===== src/rtl/regmask_pkg.sv =====
// Shared types and sizing for the register-mask encoder.
package regmask_pkg;

    localparam int N_REGS = 32;
    localparam int IDX_W  = 5;

    typedef enum logic [1:0] {
        IDLE = 2'd0,
        SCAN = 2'd1,
        DONE = 2'd2
    } enc_state_t;

    typedef logic [IDX_W-1:0] reg_idx_t;

endpackage


===== src/rtl/regmask_encoder_if.sv =====
// Load/index handshake bundle between pipeline control and the port sequencer.
interface regmask_encoder_if;
    import regmask_pkg::*;

    logic              load_valid;
    logic              load_ready;
    logic [N_REGS-1:0] load_vec;
    logic              flush;
    logic              idx_valid;
    logic              idx_ready;
    reg_idx_t          idx;
    logic              idx_last;
    logic              done;
    logic [IDX_W:0]    emit_cnt;

    modport master (
        output load_valid, load_vec, flush, idx_ready,
        input  load_ready, idx_valid, idx, idx_last, done, emit_cnt
    );

    modport slave (
        input  load_valid, load_vec, flush, idx_ready,
        output load_ready, idx_valid, idx, idx_last, done, emit_cnt
    );

endinterface


===== src/rtl/regmask_encoder_prio_enc32.sv =====
// Lowest-set-bit encoder for a 32-bit mask: four 8-bit group encoders
// followed by a 4-way group select, the inverse of the 2-to-4 / 3-to-8 decode.
module prio_enc32
    import regmask_pkg::*;
(
    input  logic [N_REGS-1:0] vec,
    output reg_idx_t          idx,
    output logic              any,
    output logic              onehot_exact
);

    logic [3:0] grp_any;
    logic [2:0] grp_lo [4];

    always_comb begin
        for (int g = 0; g < 4; g++) begin
            grp_any[g] = |vec[g*8 +: 8];
            grp_lo[g]  = 3'd0;
            // Scan high to low so the lowest set bit wins.
            for (int b = 7; b >= 0; b--) begin
                if (vec[g*8 + b]) grp_lo[g] = 3'(b);
            end
        end
    end

    always_comb begin
        idx = '0;
        casez (grp_any)
            4'b???1: idx = {2'd0, grp_lo[0]};
            4'b??10: idx = {2'd1, grp_lo[1]};
            4'b?100: idx = {2'd2, grp_lo[2]};
            4'b1000: idx = {2'd3, grp_lo[3]};
            default: idx = '0;
        endcase
    end

    assign any          = |grp_any;
    assign onehot_exact = any && ((vec & (vec - {{(N_REGS-1){1'b0}}, 1'b1})) == '0);

endmodule


===== src/rtl/regmask_encoder.sv =====
// Sequential mask-to-index encoder: emits each set bit of a loaded register
// mask, lowest first, one per valid/ready handshake.
//
// state | meaning
// IDLE  | waiting for a mask, load_ready high
// SCAN  | presenting lowest pending index on idx
// DONE  | one-cycle done pulse, then back to IDLE
module regmask_encoder
    import regmask_pkg::*;
(
    input  logic               clk,
    input  logic               reset,
    regmask_encoder_if.slave   bus
);

    enc_state_t        state_q, state_d;
    logic [N_REGS-1:0] pend_q, pend_d;
    logic [IDX_W:0]    cnt_q, cnt_d;

    reg_idx_t          enc_idx;
    logic              enc_any;
    logic              enc_single;
    logic [N_REGS-1:0] idx_bit;

    prio_enc32 u_prio (
        .vec          (pend_q),
        .idx          (enc_idx),
        .any          (enc_any),
        .onehot_exact (enc_single)
    );

    always_ff @(posedge clk or posedge reset) begin
        if (reset) begin
            state_q <= IDLE;
            pend_q  <= '0;
            cnt_q   <= '0;
        end else begin
            state_q <= state_d;
            pend_q  <= pend_d;
            cnt_q   <= cnt_d;
        end
    end

    always_comb begin
        idx_bit          = '0;
        idx_bit[enc_idx] = 1'b1;
    end

    always_comb begin
        state_d        = state_q;
        pend_d         = pend_q;
        cnt_d          = cnt_q;
        bus.load_ready = 1'b0;
        bus.idx_valid  = 1'b0;
        bus.idx        = '0;
        bus.idx_last   = 1'b0;
        bus.done       = 1'b0;

        unique case (state_q)
            IDLE: begin
                bus.load_ready = 1'b1;
                if (bus.load_valid) begin
                    pend_d  = bus.load_vec;
                    cnt_d   = '0;
                    state_d = (bus.load_vec != '0) ? SCAN : DONE;
                end
            end
            SCAN: begin
                bus.idx_valid = 1'b1;
                bus.idx       = enc_idx;
                bus.idx_last  = enc_single;
                // Flush wins over a same-cycle handshake and suppresses done.
                if (bus.flush) begin
                    pend_d  = '0;
                    state_d = IDLE;
                end else if (bus.idx_ready) begin
                    pend_d = pend_q & ~idx_bit;
                    cnt_d  = cnt_q + (IDX_W+1)'(1);
                    if (enc_single) state_d = DONE;
                end
            end
            DONE: begin
                bus.done = 1'b1;
                state_d  = IDLE;
            end
            default: begin
                pend_d  = '0;
                state_d = IDLE;
            end
        endcase
    end

    assign bus.emit_cnt = cnt_q;

`ifndef SYNTHESIS
    logic [IDX_W:0] loaded_pop;

    always_ff @(posedge clk or posedge reset) begin
        if (reset)
            loaded_pop <= '0;
        else if (state_q == IDLE && bus.load_valid)
            loaded_pop <= (IDX_W+1)'($countones(bus.load_vec));
    end

    a_valid_has_pend: assert property (@(posedge clk) disable iff (reset)
        bus.idx_valid |-> enc_any);

    a_pop_conserved: assert property (@(posedge clk) disable iff (reset)
        (state_q == SCAN) |-> ($countones(pend_q) + int'(cnt_q) == int'(loaded_pop)));
`endif

endmodule


===== src/flat_wrapper.sv =====
// flat-port wrapper written by rule: the top's interface ports become plain ports
module regmask_encoder_flat import regmask_pkg::*;
  (clk, reset, bus_load_valid, bus_load_vec, bus_flush, bus_idx_ready, bus_load_ready, bus_idx_valid, bus_idx, bus_idx_last, bus_done, bus_emit_cnt);
  regmask_encoder_if bus_i ();
  input  logic clk;
  input  logic reset;
  input wire logic [$bits(bus_i.load_valid)-1:0] bus_load_valid;
  input wire logic [$bits(bus_i.load_vec)-1:0] bus_load_vec;
  input wire logic [$bits(bus_i.flush)-1:0] bus_flush;
  input wire logic [$bits(bus_i.idx_ready)-1:0] bus_idx_ready;
  output wire logic [$bits(bus_i.load_ready)-1:0] bus_load_ready;
  output wire logic [$bits(bus_i.idx_valid)-1:0] bus_idx_valid;
  output wire logic [$bits(bus_i.idx)-1:0] bus_idx;
  output wire logic [$bits(bus_i.idx_last)-1:0] bus_idx_last;
  output wire logic [$bits(bus_i.done)-1:0] bus_done;
  output wire logic [$bits(bus_i.emit_cnt)-1:0] bus_emit_cnt;
  assign bus_i.load_valid = bus_load_valid;
  assign bus_i.load_vec = bus_load_vec;
  assign bus_i.flush = bus_flush;
  assign bus_i.idx_ready = bus_idx_ready;
  assign bus_load_ready = bus_i.load_ready;
  assign bus_idx_valid = bus_i.idx_valid;
  assign bus_idx = bus_i.idx;
  assign bus_idx_last = bus_i.idx_last;
  assign bus_done = bus_i.done;
  assign bus_emit_cnt = bus_i.emit_cnt;
  regmask_encoder u_core (.clk(clk), .reset(reset), .bus(bus_i));
endmodule

===== config.mk =====
export PLATFORM = sky130hd
export DESIGN_NAME = regmask_encoder_flat
export DESIGN_NICKNAME = d
export VERILOG_FILES = /design/src/rtl/regmask_pkg.sv /design/src/rtl/regmask_encoder_if.sv /design/src/rtl/regmask_encoder_prio_enc32.sv /design/src/rtl/regmask_encoder.sv /design/src/flat_wrapper.sv
export SDC_FILE = /design/constraint.sdc
export NUM_CORES = 1
export LEC_CHECK = 0
export ABC_AREA = 1
export CAP_MARGIN = 20
export CORE_ASPECT_RATIO = 0.8
export CORE_MARGIN = 10
export CORE_UTILIZATION = 55
export DETAILED_ROUTE_END_ITERATION = 6
export HOLD_SLACK_MARGIN = 0.1
export PLACE_DENSITY = 0.92
export REMOVE_ABC_BUFFERS = 1
export SETUP_SLACK_MARGIN = 0.15
export SKIP_LAST_GASP = 1
export SLEW_MARGIN = 30
export SYNTH_ARGS = -nofsm -noshare
export SYNTH_HDL_FRONTEND = slang
export SYNTH_HIERARCHICAL = 1
export SYNTH_SLANG_ARGS = --single-unit

===== constraint.sdc =====
create_clock -name clk -period 2.75 [get_ports clk]
set_clock_uncertainty 0.15 [all_clocks]
set_input_delay 0.4125 -clock clk [delete_from_list [all_inputs] [get_ports clk]]
set_output_delay 0.4125 -clock clk [all_outputs]
set_load 0.01 [all_outputs]

---- After elaboration in Yosys (flattened, before gate mapping) ----
Cells that the tools add are included.
word-level totals
  word-level logic and storage cells ...... 89
  flip-flop bits (word level) ............. 40
  output and inout port bits .............. 15
  bits of input ports ..................... 37
cells by class
  bitwise operators ....................... 4
  $add $sub $neg .......................... 2
  reductions and logical operators ........ 14
  equal/unequal tests ..................... 10
  $lt $le $gt $ge ......................... 2
  mux-type cells .......................... 54
operators by type and width
  kind                     number
  $mux W3                  32
  $mux W32                 3
  $pmux W32 S3             1
  $and A32 B32 Y32         2
  $logic_not A32 Y1        1
  $not A32 Y32             1
  $reduce_bool A32 Y1      1
  $reduce_or A32 Y1        1
  $reduce_or A8 Y1         4
  $sub A32 B1 Y32 const B  1
  $pmux W5 S4              1
  $mux W6                  3
  $pmux W6 S2              1
  $mux W2                  5
  $add A6 B1 Y6 const B    1
  $lt A5 B6 Y1 const B     1
  $ne A2 B2 Y1 const B     3
  $reduce_and A3 Y1        2
  $demux W1 S5             1
  $ge A5 B1 Y1 const B     1
  $mux W1                  5
  $mux W5                  1
  $eq A2 B2 Y1 const B     2
  $eq A4 B4 Y1 const B     1
  other kinds (10)         11

---- Depth between registers and ports, before layout ----
  depth in word-level cells ............... 18
  mapped depth ............................ 16
  depth with buffers taken out ............ 16

---- Hierarchy ----
Netlist, hierarchy kept.
by module, submodules not included
  module           instances  sequential area each (µm²)  area each (µm²)  cells an instance
  regmask_encoder  1          1001.0                      2523.7           399
  prio_enc32       1          0.0                         1064.8           234

---- Worst setup path after synthesis ----
No wires, ideal clock.
  kind .................................... flip-flop to flip-flop
  from .................................... register u_core.pend_q[4]
  to ...................................... register u_core.pend_q[8]
  period minus slack after synthesis ...... 2.317 ns
  buffers on the path ..................... 0
  stages on the path, launching flop included .. 13
  data required time ...................... 2.483 ns
  setup slack ............................. 0.433 ns
  arrival ................................. 2.050 ns
  cell sequence ........................... dfrtp_1 nor2_2 nand2_2 nor2_8 inv_4 o21ai_0 inv_1 nor3_1 nand2_1 nand3_1 nand2_1 nand2_1 nand2_1
RTL lines
  what                                                                RTL line                          RTL
  start, declared                                                     regmask_encoder.sv:17             logic [N_REGS-1:0] pend_q, pend_d;
  start signal, assigned                                              regmask_encoder.sv:39             pend_q <= pend_d;
  $reduce_or A8 Y1 *                                                  regmask_encoder_prio_enc32.sv:17  grp_any[g] = |vec[g*8 +: 8];
  $eq A4 B4 Y1 (tied with other cells)                                regmask_encoder_prio_enc32.sv:28  casez (grp_any)
  $pmux W5 S4 *                                                       regmask_encoder_prio_enc32.sv:28
  via u_core.enc_idx[3]                                               regmask_encoder.sv:20             reg_idx_t enc_idx;
  $lt A5 B6 Y1 (not written as such) or $ge A5 B1 Y1 (tied branches)  regmask_encoder.sv:46             idx_bit[enc_idx] = 1'b1;
  $logic_and A1 B1 Y1 (not written as such)                           regmask_encoder.sv:46
  $mux W1 (not written as such)                                       regmask_encoder.sv:46
  $demux W1 S5 *                                                      n/a
  $not A32 Y32 *                                                      regmask_encoder.sv:77             pend_d = pend_q & ~idx_bit;
  $and A32 B32 Y32 *                                                  regmask_encoder.sv:77
  $mux W32 *                                                          regmask_encoder.sv:76             end else if (bus.idx_ready) begin
  $mux W32 *                                                          regmask_encoder.sv:73             if (bus.flush) begin
  $pmux W32 S3 *                                                      regmask_encoder.sv:59             unique case (state_q)
Mark *: on every way through the listed nets, which the timed path passes. The rest lies on a longest branch. The select of a mux whose other input is x is not followed.
A chain may end at the register's enable or synchronous reset.

---- Worst setup path in the final report ----
  from .................................... register u_core.pend_q[8]
  to ...................................... output bus_idx_last
between the ends
  longest elaborated chain between the ends .. 5
RTL lines
  what                   RTL line                          RTL
  $sub A32 B1 Y32        regmask_encoder_prio_enc32.sv:38  assign onehot_exact = any && ((vec & (vec - {{(N_REGS-1){1'b0}}, 1'b1})) == '0);
  $and A32 B32 Y32       regmask_encoder_prio_enc32.sv:38
  $logic_not A32 Y1      regmask_encoder_prio_enc32.sv:38
  $logic_and A1 B1 Y1 *  regmask_encoder_prio_enc32.sv:38
  via u_core.enc_single  regmask_encoder.sv:22             logic enc_single;
  $mux W1 *              regmask_encoder.sv:59
  end, declared          flat_wrapper.sv:14                output wire logic [$bits(bus_i.idx_last)-1:0] bus_idx_last;
Mark *: on every way through the listed nets, which the timed path passes. The rest lies on a longest branch.

==> results.yml <==
status:
  outcome: "finished with violations"
  violations: "DRC, setup timing"
floorplanning:
  top_level_ports: 52
  design.die.area_um2: 10200
  placementRows: 26
  core_area_um2: 6340
  die_x_um: 110
  die-height_um: 92.2
  initial_utilization_pct: 56.5
critical_path:
  required_ns: 2.19
  critical_path_class: "register to primary output"
  crit_buf_inv: 2
  worst_path_most_repeated_cell: "nor2_1"
  cp.depth: 14
  crit_slowest_cell: "dfrtp_1"
  cpPeakStageDelay_ns: 0.48
  startpoint_type: "register"
  worstSetupEndpointType: "primary output"
  ff2ff_path_depth: 18
  path_cells: "nor2_2 > nand2_1 > nor2_1 > nand2_1 > nor2_1 > nor2_1 > nor2_1 > nand2_1 > nor2_1 > nand2_1 > nor2_4 > inv_2 > nor2_2 > buf_2"
  cp_max_fo: 4
  worstPathArrival_ns: 2.66
  crit_family: "simple AND/OR/NAND/NOR gates"
detailed_routing:
  vias_per_cell: 6.64
  wl_um: 18900
  drt_iter0_drc: 1389
  wl_per_cell_um: 21.9
  postRouteAntennaNets: 0
  firstDrtPassIters: 7
  num_vias: 5725
  drc: 25
timing:
  setup_ws_ns: -0.468
  setup_viol: 31
  layout_min_cycle_time_ns: 3.22
  slew_violations: 0
  holdWs_ns: 0.385
  worst_slew_pin_slew_ns: 0.714
  hold_viol: 0
  post-route-period-util_pct: 117
  rsz0062_at_grt: "true"
  slew_headroom_pct: 52.2
  fmax_mhz: 311
clock_tree:
  clkSlewWorstSetupHoldPaths_ns: 0.10
  clockBufferDepth: 2
  insertion_delay_ns: 0.32
  hold_buffers: 0
  cts.sinks: 40
  cts_buffers: 5
  h-tree-depth: 2
  cts_root_buffer: "clkbuf_8"
  tritoncts: "yes"
placed_design:
  dp.cells: 831
  gp_congestion: 1.05
  post-dp-hpwl_um: 10400
  port_buffers: 51
grt:
  antenna_found_initial: 0
  grt_pass1_wl_um: 23100
  grt-ovfl-total: 0
  grtUsageTotal_pct: 28.0
  grt_pass1_vias: 4821
  grt_max_degree: 41
final_layout:
  diodes: 0
  syn_to_final_growth_pct: 49.1
  num-nets-final: 815
  stdcell_count: 862
  drive_above_1_share_pct: 28.9
pwr:
  cellLeakagePower_nw: 2.62
  vdd_drop_max_mv: 0.633
  power_density_nw_per_um2: 713
yosys:
  syn_area_um2: 3580
  syn_avg_cell_area_um2: 5.67
  ys_warn_count: 6
  synth_cells: 632
worst_hold_path:
  hold_class: "input port to asynchronous set/reset pin"
job:
  drv_cap: 0
[layer usage]
metal / vias to the layer above / global-route usage [%] / part of all wire, %
li1: 2266 / - / -
met1: 2476 / 34.3 / 32
met2: 703 / 44.3 / 41
met3: 280 / 8.25 / 17
met4: 0 / 12.5 / 9.9
met5: - / 0 / 0
[stage by stage]
stage | setup slack [ns] | power (W) | cell area (um2) | util (%) | TNS (ns)
final | -0.468 | 0.00381 | 5340 | 84.2 | -3.46
after global routing | -0.422 | 0.00390 | 5340 | 84.2 | -4.69
after CTS | -0.101 | 0.00325 | 5020 | 79.2 | -0.167
after detailed placement | -0.240 | 0.00257 | 4730 | 74.5 | -1.34
after global placement | -0.197 | 0.00250 | 4700 | 74.1 | -0.709
after floorplan | 0.286 | 0.00173 | 3520 | - | 0
[final timing paths]
kind | start | to | slack [ns]
max | u_core/pend_q[8] | bus_idx_last | -0.47
min | reset | u_core/pend_q[18] | 0.38
min reg2reg | u_core/bus.emit_cnt[1] | u_core/bus.emit_cnt[1] | 0.41
max in group asynchronous | reset | u_core/pend_q[10] | 1.64
max reg2reg | u_core/pend_q[0] | u_core/pend_q[4] | -0.26
min in group clk | u_core/bus.emit_cnt[1] | u_core/bus.emit_cnt[1] | 0.41
[state kept, by name, indices dropped and copies added, names as in the netlist]
signal	cells
u_core/bus.emit_cnt	6
u_core/state_q	2
u_core/pend_q	32
[cells in the final DEF (no fill, tap or decap), drive strengths merged]
master,count
a21oi,10
a32oi,1
buf,105
bufinv,1
clkbuf,6
clkdlybuf4s50,45
clkinv,1
dfrtp,40
ha,1
inv,54
nand2,282
nand3,44
nand4,4
nor2,130
nor3,8
o2111ai,1
o211ai,1
o21ai,35
o21bai,5
o31ai,3
or2,1
[cell type report]
class                   count  area, um2
multi-input cells         526       2640
flip-flops and latches     40       1010
repair buffers            150       1260
clock inverters             2       38.8
fillers                   333       1000
clock buffers               6       82.6
inverters                  54        205
well taps                  84        105
[report_power, final]
part / internal, W / total [W] / switching, W
combinational: 0.000909 / 0.00235 / 0.00144
sequential: 0.000705 / 0.000906 / 0.000201
clock: 0.000298 / 0.000558 / 0.000261
total: 0.00191 / 0.00381 / 0.00190
[worst register-to-register path: stages (launching register included)]
cell and delay (ns):
dfrtp_1 0.45, nor2_4 0.24, nand2_4 0.12, nor2_8 0.13, inv_4 0.07, nor2_4 0.15, nand4_1 0.14, o211ai_1 0.24
inv_1 0.15, buf_4 0.16, buf_4 0.12, buf_4 0.15, nor3_2 0.12, buf_4 0.15, nand2_1 0.06, nand3_1 0.07
nand2_1 0.07, nand2_1 0.08, nand2_1 0.08
[repair_timing]
action,in CTS,in global routing
resized for setup,55,78
setup endpoints to repair,21,39
setup buffers,13,10
pin swaps,13,41
Power figures use the tool's default switching activity.
